`src/rtl/spi_reg_bank_if.sv`:
```
// SPI pin bundle between an external SPI master and the register bank.
// The master drives SCLK/SSEL/MOSI and the bank returns MISO.
interface spi_reg_bank_if;
  logic SCLK;
  logic SSEL;
  logic MOSI;
  logic MISO;

  modport master (output SCLK, output SSEL, output MOSI, input MISO);
  modport slave  (input SCLK, input SSEL, input MOSI, output MISO);
endinterface

```
`src/rtl/spi_reg_bank.sv`:
```
// SPI-mode-0 register bank: synchronises the pins, decodes {rw,addr}+data frames and
// stages writes, which are committed to the pixel/audio outputs at frame_sync.
module spi_reg_bank #(
  parameter bit         COMMIT_ON_FRAME = 1'b1,
  parameter logic [7:0] ID_VALUE        = 8'hD5
) (
  input  logic           clk,
  input  logic           rst_n,
  spi_reg_bank_if.slave  spi,
  input  logic           frame_sync,
  output logic [7:0]     background_state,
  output logic [5:0]     solid_color,
  output logic           audio_en
);

  typedef enum logic [1:0] {IDLE, CMD, DATA, DONE} state_t;

  logic [2:0] sclk_s;
  logic [1:0] ssel_s, mosi_s;
  logic       sclk_rise, sclk_fall, ssel_hi, mosi_bit;

  state_t     state, state_d;
  logic [7:0] cmd_reg, cmd_d, cmd_next;
  logic [6:0] rx_reg, rx_d;
  logic [7:0] tx_reg, tx_d;
  logic [2:0] bit_cnt, cnt_d;
  logic       miso_q, miso_d;
  logic       wr_en, wr_hit;
  logic [7:0] wr_data, rd_data;

  logic [7:0] st_bg;
  logic [5:0] st_col;
  logic       st_aud;
  logic       pending;

  // SSEL idles high, so its synchroniser resets to the deselected level.
  always_ff @(posedge clk or negedge rst_n) begin
    if (!rst_n) begin
      sclk_s <= '0;
      ssel_s <= '1;
      mosi_s <= '0;
    end else begin
      sclk_s <= {sclk_s[1:0], spi.SCLK};
      ssel_s <= {ssel_s[0], spi.SSEL};
      mosi_s <= {mosi_s[0], spi.MOSI};
    end
  end

  assign sclk_rise = sclk_s[1] & ~sclk_s[2];
  assign sclk_fall = ~sclk_s[1] & sclk_s[2];
  assign ssel_hi   = ssel_s[1];
  assign mosi_bit  = mosi_s[1];
  assign cmd_next  = {cmd_reg[6:0], mosi_bit};
  assign wr_data   = {rx_reg, mosi_bit};
  assign wr_hit    = wr_en && (cmd_reg[6:0] < 7'd3);

  // Reads return staged values so a master sees its own write before commit.
  always_comb begin
    rd_data = 8'h00;
    if (cmd_next[7]) begin
      case (cmd_next[6:0])
        7'h00:   rd_data = st_bg;
        7'h01:   rd_data = {2'b00, st_col};
        7'h02:   rd_data = {7'b0, st_aud};
        7'h03:   rd_data = ID_VALUE;
        default: rd_data = 8'h00;
      endcase
    end
  end

  always_comb begin
    state_d = state;
    cmd_d   = cmd_reg;
    rx_d    = rx_reg;
    tx_d    = tx_reg;
    cnt_d   = bit_cnt;
    wr_en   = 1'b0;
    if (ssel_hi) begin
      state_d = IDLE;
      cnt_d   = '0;
    end else begin
      case (state)
        IDLE: begin
          state_d = CMD;
          cnt_d   = '0;
        end
        CMD: if (sclk_rise) begin
          cmd_d = cmd_next;
          cnt_d = bit_cnt + 3'd1;
          if (bit_cnt == 3'd7) begin
            state_d = DATA;
            cnt_d   = '0;
            tx_d    = rd_data;
          end
        end
        DATA: begin
          if (sclk_rise) begin
            rx_d  = wr_data[6:0];
            cnt_d = bit_cnt + 3'd1;
            if (bit_cnt == 3'd7) begin
              state_d = DONE;
              wr_en   = ~cmd_reg[7];
            end
          end else if (sclk_fall && bit_cnt != 3'd0) begin
            tx_d = {tx_reg[6:0], 1'b0};
          end
        end
        default: ;
      endcase
    end
    // MISO is registered from next-state values so it tracks tx_reg[7] without lag.
    miso_d = (state_d == DATA) ? tx_d[7] : 1'b0;
  end

  always_ff @(posedge clk or negedge rst_n) begin
    if (!rst_n) begin
      state   <= IDLE;
      cmd_reg <= '0;
      rx_reg  <= '0;
      tx_reg  <= '0;
      bit_cnt <= '0;
      miso_q  <= 1'b0;
    end else begin
      state   <= state_d;
      cmd_reg <= cmd_d;
      rx_reg  <= rx_d;
      tx_reg  <= tx_d;
      bit_cnt <= cnt_d;
      miso_q  <= miso_d;
    end
  end

  assign spi.MISO = miso_q;

  always_ff @(posedge clk or negedge rst_n) begin
    if (!rst_n) begin
      st_bg  <= '0;
      st_col <= '0;
      st_aud <= 1'b0;
    end else if (wr_en) begin
      case (cmd_reg[6:0])
        7'h00:   st_bg  <= wr_data;
        7'h01:   st_col <= wr_data[5:0];
        7'h02:   st_aud <= wr_data[0];
        default: ;
      endcase
    end
  end

  // A write coinciding with frame_sync commits the old staged values and stays pending.
  always_ff @(posedge clk or negedge rst_n) begin
    if (!rst_n) begin
      background_state <= '0;
      solid_color      <= '0;
      audio_en         <= 1'b0;
      pending          <= 1'b0;
    end else if (COMMIT_ON_FRAME) begin
      if (frame_sync && pending) begin
        background_state <= st_bg;
        solid_color      <= st_col;
        audio_en         <= st_aud;
      end
      if (wr_hit)          pending <= 1'b1;
      else if (frame_sync) pending <= 1'b0;
    end else begin
      background_state <= st_bg;
      solid_color      <= st_col;
      audio_en         <= st_aud;
      pending          <= 1'b0;
    end
  end

endmodule

```
`src/flat_wrapper.sv`:
```
// flat-port wrapper written by rule: the top's interface ports become plain ports
module spi_reg_bank_flat 
#(
  parameter bit         COMMIT_ON_FRAME = 1'b1,
  parameter logic [7:0] ID_VALUE        = 8'hD5
)
  (clk, rst_n, frame_sync, background_state, solid_color, audio_en, spi_SCLK, spi_SSEL, spi_MOSI, spi_MISO);
  spi_reg_bank_if spi_i ();
  input  logic clk;
  input  logic rst_n;
  input  logic frame_sync;
  output logic [7:0] background_state;
  output logic [5:0] solid_color;
  output logic audio_en;
  input wire logic [$bits(spi_i.SCLK)-1:0] spi_SCLK;
  input wire logic [$bits(spi_i.SSEL)-1:0] spi_SSEL;
  input wire logic [$bits(spi_i.MOSI)-1:0] spi_MOSI;
  output wire logic [$bits(spi_i.MISO)-1:0] spi_MISO;
  assign spi_i.SCLK = spi_SCLK;
  assign spi_i.SSEL = spi_SSEL;
  assign spi_i.MOSI = spi_MOSI;
  assign spi_MISO = spi_i.MISO;
  spi_reg_bank #(.COMMIT_ON_FRAME(COMMIT_ON_FRAME), .ID_VALUE(ID_VALUE)) u_core (.clk(clk), .rst_n(rst_n), .spi(spi_i), .frame_sync(frame_sync), .background_state(background_state), .solid_color(solid_color), .audio_en(audio_en));
endmodule
```
`config.mk`:
```
export PLATFORM = sky130hd
export DESIGN_NAME = spi_reg_bank_flat
export DESIGN_NICKNAME = d
export VERILOG_FILES = /design/src/rtl/spi_reg_bank_if.sv /design/src/rtl/spi_reg_bank.sv /design/src/flat_wrapper.sv
export SDC_FILE = /design/constraint.sdc
export NUM_CORES = 1
export LEC_CHECK = 0
export ABC_CLOCK_PERIOD_IN_PS = 2590
export CORE_ASPECT_RATIO = 0.6
export CORE_MARGIN = 5
export CORE_UTILIZATION = 37
export DETAILED_ROUTE_END_ITERATION = 7
export SYNTH_ARGS = -nofsm -noshare
export SYNTH_HDL_FRONTEND = slang
export SYNTH_SLANG_ARGS = --single-unit
export TNS_END_PERCENT = 100
```
`constraint.sdc`:
```
create_clock -name clk -period 2.59 [get_ports clk]
set_clock_uncertainty 0.05 [all_clocks]
set_input_delay 0.518 -clock clk [delete_from_list [all_inputs] [get_ports clk]]
set_output_delay 0.518 -clock clk [all_outputs]
set_load 0.01 [all_outputs]
```
Yosys cells after proc, flatten, opt, wreduce, memory -nomap -nowiden --
Index checks and enable logic that the tools add are counted.
Storage, ports and cells: flip-flop bits (word level) 67, input bits 6, output and inout port bits 16
Operators by class: add/sub/neg operators 1, $lt $le $gt $ge 1, equality and inequality tests 15, mux-type cells 26, bitwise operators 6, reductions and logical operators 17
Operators with widths (number):
- 8-bit two-way mux | 6
- 8-bit case mux with 4 select lines | 1
- 7-bit by 2-bit == test with 1-bit output, second input constant | 3
- 8-bit case mux with 2 select lines | 1
- 7-bit by 1-bit == test with 1-bit output, second input constant | 2
- 7-bit zero test | 2
- 3-bit two-way mux | 4
- 2-bit two-way mux | 5
- 3-bit case mux with 3 select lines | 1
- 3-bit AND reduction | 3
- 7-bit by 2-bit less-than comparator with 1-bit output, second input constant | 1
- 1-bit two-way mux | 7
- 2-bit by 1-bit inequality test with 1-bit output, second input constant | 3
- 3-bit by 1-bit inequality test with 1-bit output, second input constant | 2
- 2-bit case mux with 3 select lines | 1
- 2-bit AND reduction | 3
- 6-bit AND reduction | 1
- 2-bit == test, second input constant | 2
- 1-bit NOT | 4
- 2-bit nonzero test | 2
- 4-bit nonzero test | 1
- 3-bit by 1-bit adder with 3-bit output, second input constant | 1
- 3-bit == test, second input constant | 1
- 1-bit logical AND | 3
- 5 further kinds | 6

Longest topological paths before layout --
Gate-level depths: netlist of the first run.
word-level depth 8, mapped depth 8, depth with buffers taken out 6

Least setup slack after synthesis of the first run --
No wires, ideal clock.
path kind reg2reg, start point register u_core.state[0], end point register u_core.st_bg[0], arrival time 2.007 ns, setup slack 0.408 ns, stages on the path, launching flop included 9, clock period less this slack 2.182 ns, path through dfrtp_1 > inv_1 > ha_1 > nor4bb_1 > buf_4 > and4bb_4 > and3b_1 > buf_6 > mux2_2
On the way: cells in the longest elaborated chain, start to end 4
RTL lines:
- start, declared | RTL line spi_reg_bank.sv:22 | state_t state, state_d;
- start signal, assigned | RTL line spi_reg_bank.sv:124 | state <= state_d;
- 2-bit == test | RTL line spi_reg_bank.sv:82 | case (state)
- 1-bit two-way mux | RTL line spi_reg_bank.sv:82
- 1-bit two-way mux | RTL line spi_reg_bank.sv:78 | if (ssel_hi) begin
- 2-bit AND reduction (no source line)
- end signal, assigned | RTL line spi_reg_bank.sv:142 | 7'h00: st_bg <= wr_data;
- end, declared | RTL line spi_reg_bank.sv:31 | logic [7:0] st_bg;
No other way between the ends. A chain may end at the register's enable or synchronous reset.

Final worst setup path of the first run --
start point register u_core.state[0], end point register u_core.st_bg[7]
Same word-level chain as after synthesis.

==> run metrics, run 1 <==
Core ar. 7910 um^2; DRT Wirelength 5850 um; H-Tree Depth 3; initial antenna violation count 0; Die Wd 126 um; Post-CTS Setup Bufs 0; WS Path Type reg -> reg; P_leak 1.69 nW; CP Capture Type register; Initial Util roughly two fifths; Synth Warn # 0; largest net degree at the start of global routing 68; most common cell after layout, fill and taps aside dfrtp_1; Top FF cell, synth dfrtp_1; clock period minus final worst setup slack roughly 2.4 ns; Netlist Area Pre-Place around 3000 um^2; sequential power share 44.7%; Reg clk slew, reported paths 0.05 ns; Slew headroom between 60 and 70%; Setup Viol. Count Final 0; clock sink count between 60 and 70; Comb pwr share around 7.9%; most frequent cells in the layout dfrtp_1 (65), mux2_2 (48), clkdlybuf4s50_1 (20), inv_1 (12); #FFs+latches synth 67; Resized cells post-CTS 0; Layout area overhead 22.0%; CTS tree built; clk buf depth 2; crit path to u_core.st_bg[7]$_DFFE_PN0P_; first-pass GRT wire length ~10000 um; crit path cell chain inv_1 -> ha_1 -> nor4bb_1 -> and4bb_4 -> and3b_1 -> mux2_2; final net count 278; CTS Buf Count 9; io pins 22; Reg2Reg Depth 6; RePlAce Congestion around 0.81; Diodes inserted 0; DRC Markers 0; Tcrit/Tclk final 92.3%; final setup TNS 0 ns; number of synthesized flops with an enable pin 0; syn_nets 248; crit path DAT 2.55 ns; R2R Setup Slk 0.20 ns; Synth Instances 234; Avg WL per Cell between 15 and 20 um; sequential area share after synthesis between 50 and 60%; Max Fclk 418 MHz; Sw Pwr 0.585 mW; Site Rows 25; reg-to-reg endpoint u_core.st_bg[7]$_DFFE_PN0P_; First-pass DRT Iterations 4; post-cts hold buffer count 0; post-route setup slack between 0.15 and 0.2 ns; post-synthesis area per instance 12.9 um^2; outcome complete, no violations; Hold WC Path Type in -> async; RSZ-0062 raised after global routing false; vias 1892; Post-DRT Antenna Nets 0; GRT Total Usage 13.0%; Clock Latency Late Sink 0.33 ns; CP Data Required Time 2.75 ns; max cap viols 0; full die area 10100 um^2; Internal 1.97 mW; 1st-iter DRT viols 117; Clock power frac 47.4%; Worst-Margin Slew between 0.5 and 0.6 ns; Total Power approximately 2.6 mW; Yosys cell types 42; Critical Path Source Type register; grt total ovfl 0; worst hold margin 0.153 ns; Crit path largest cell delay between 0.4 and 0.5 ns; share of layout cells above drive strength 1 28.6%; chip height 79.9 um; root buffer cell clkbuf_16; PwrDens 696 nW/um^2; RR Startpoint u_core.state[0]$_DFF_PN0_; critical path peak fanout 8; HPWL Detailed 4100 um; dpl ws between 0.15 and 0.2 ns; Sw Share 22.9%; worst vdd ir about 0.00029 V; max-slew violation count 0; drt via density 5.02; Crit-path slowest cell and3b_1; vias in the first global route 1841; crit path launch u_core.state[0]$_DFF_PN0_; Final Hold Fails 0; ys async rst share between 90% and 100%; PortBufs 21
==> cells in the mapped netlist, types with 2 or more instances <==
| cell type | count | area, um^2 |
|---|---|---|
| a21oi_1 | 5 | 25.0 |
| a22oi_1 | 3 | 22.5 |
| and3b_1 | 2 | 17.5 |
| clkbuf_1 | 7 | 26.3 |
| dfrtp_1 | 65 | 1630 |
| dfstp_2 | 2 | 52.6 |
| ha_1 | 8 | 100 |
| inv_1 | 12 | 45.0 |
| mux2_2 | 48 | 541 |
| mux2i_1 | 4 | 40.0 |
| nand2_1 | 9 | 33.8 |
| nand2b_1 | 3 | 18.8 |
| nand3_1 | 5 | 25.0 |
| nand4b_1 | 2 | 17.5 |
| nand4bb_1 | 2 | 22.5 |
| nor2_1 | 5 | 18.8 |
| nor2b_1 | 5 | 31.3 |
| nor3_1 | 4 | 20.0 |
| nor4_1 | 2 | 12.5 |
| nor4_2 | 2 | 25.0 |
| o211ai_1 | 3 | 22.5 |
| o21a_1 | 2 | 15.0 |
| o21ai_0 | 7 | 35.0 |
| o221ai_1 | 6 | 52.6 |
| o22ai_1 | 4 | 25.0 |
==> routing by layer <==
layer  global-route usage [%]  share of wire (%)  vias to the layer above
li1                         -                  -                      919
met1                     19.9                 56                      919
met2                     15.7                 37                       48
met3                     6.42                6.1                        6
met4                     3.53               0.62                        0
met5                        0                  0                        -
==> worst min path at each step <==
stage	end	cells after the start
4_1_cts	u_core.cmd_reg[4]$_DFFE_PN0P_	2
3_3_place_gp	u_core.sclk_s[1]$_DFF_PN0_	0
3_5_place_dp	u_core.mosi_s[1]$_DFF_PN0_	0
2_1_floorplan	u_core.audio_en$_DFFE_PN0P_	0
6_report	u_core.cmd_reg[4]$_DFFE_PN0P_	2
5_1_grt	u_core.cmd_reg[5]$_DFFE_PN0P_	2
==> cell families (layout without fill, tap and decap cells) <==
group / count (synthesis) / count (layout) / share of synthesized area, %
flops: 67 / 67 / 55.8
mux: 52 / 52 / 19.3
simple gates: 49 / 49 / 10.4
compound gates: 36 / 36 / 8.06
buf+inv: 22 / 57 / 3.16
fa+ha+maj: 8 / 8 / 3.33
==> critical path: cells and delay by family, from the launching register on <==
kind | cells | cell delay [ns]
simple gates | 3 | 1.11
mux | 1 | 0.38
flops | 1 | 0.39
fa+ha+maj | 1 | 0.20
buf+inv | 1 | 0.13
==> power groups by stage <==
stage / Sequential, mW / Clock [mW] / Combinational [mW]
2_1_floorplan: 1.13 / 0 / 0.150
5_1_grt: 1.15 / 1.30 / 0.225
4_1_cts: 1.14 / 1.25 / 0.203
3_5_place_dp: 1.16 / 0 / 0.202
3_3_place_gp: 1.16 / 0 / 0.199
6_report: 1.14 / 1.21 / 0.201
==> per-stage QoR <==
stage                     instance area (um^2)  instances  util, %
after global placement                    3370        361     42.6
final                                     3670        377     46.4
after global routing                      3670        377     46.4
after CTS                                 3670        377     46.4
after floorplan                           3010        234        -
after detailed placement                  3370        361     42.6
==> layout make-up <==
| class | instances | area, um^2 |
|---|---|---|
| Clock inverter | 2 | 35.0 |
| Timing Repair Buffer | 29 | 278 |
| Tap cell | 108 | 135 |
| Sequential cell | 67 | 1680 |
| Clock buffer | 14 | 264 |
| Multi-Input combinational cell | 145 | 1240 |
| Inverter | 12 | 45.0 |
| Fill cell | 722 | 4240 |
Note: power is estimated with default switching activity, not from simulation.
==> inputs of run 2 (changes only) <==
--- a/config.mk
+++ b/config.mk
@@ -10,6 +10,7 @@
 export CORE_MARGIN = 5
 export CORE_UTILIZATION = 37
 export DETAILED_ROUTE_END_ITERATION = 7
+export GPL_TIMING_DRIVEN = 1
 export SYNTH_ARGS = -nofsm -noshare
 export SYNTH_HDL_FRONTEND = slang
 export SYNTH_SLANG_ARGS = --single-unit
==> results of run 2 <==
Same layout as run 1: the final DEF is identical, and so are final timing and power.
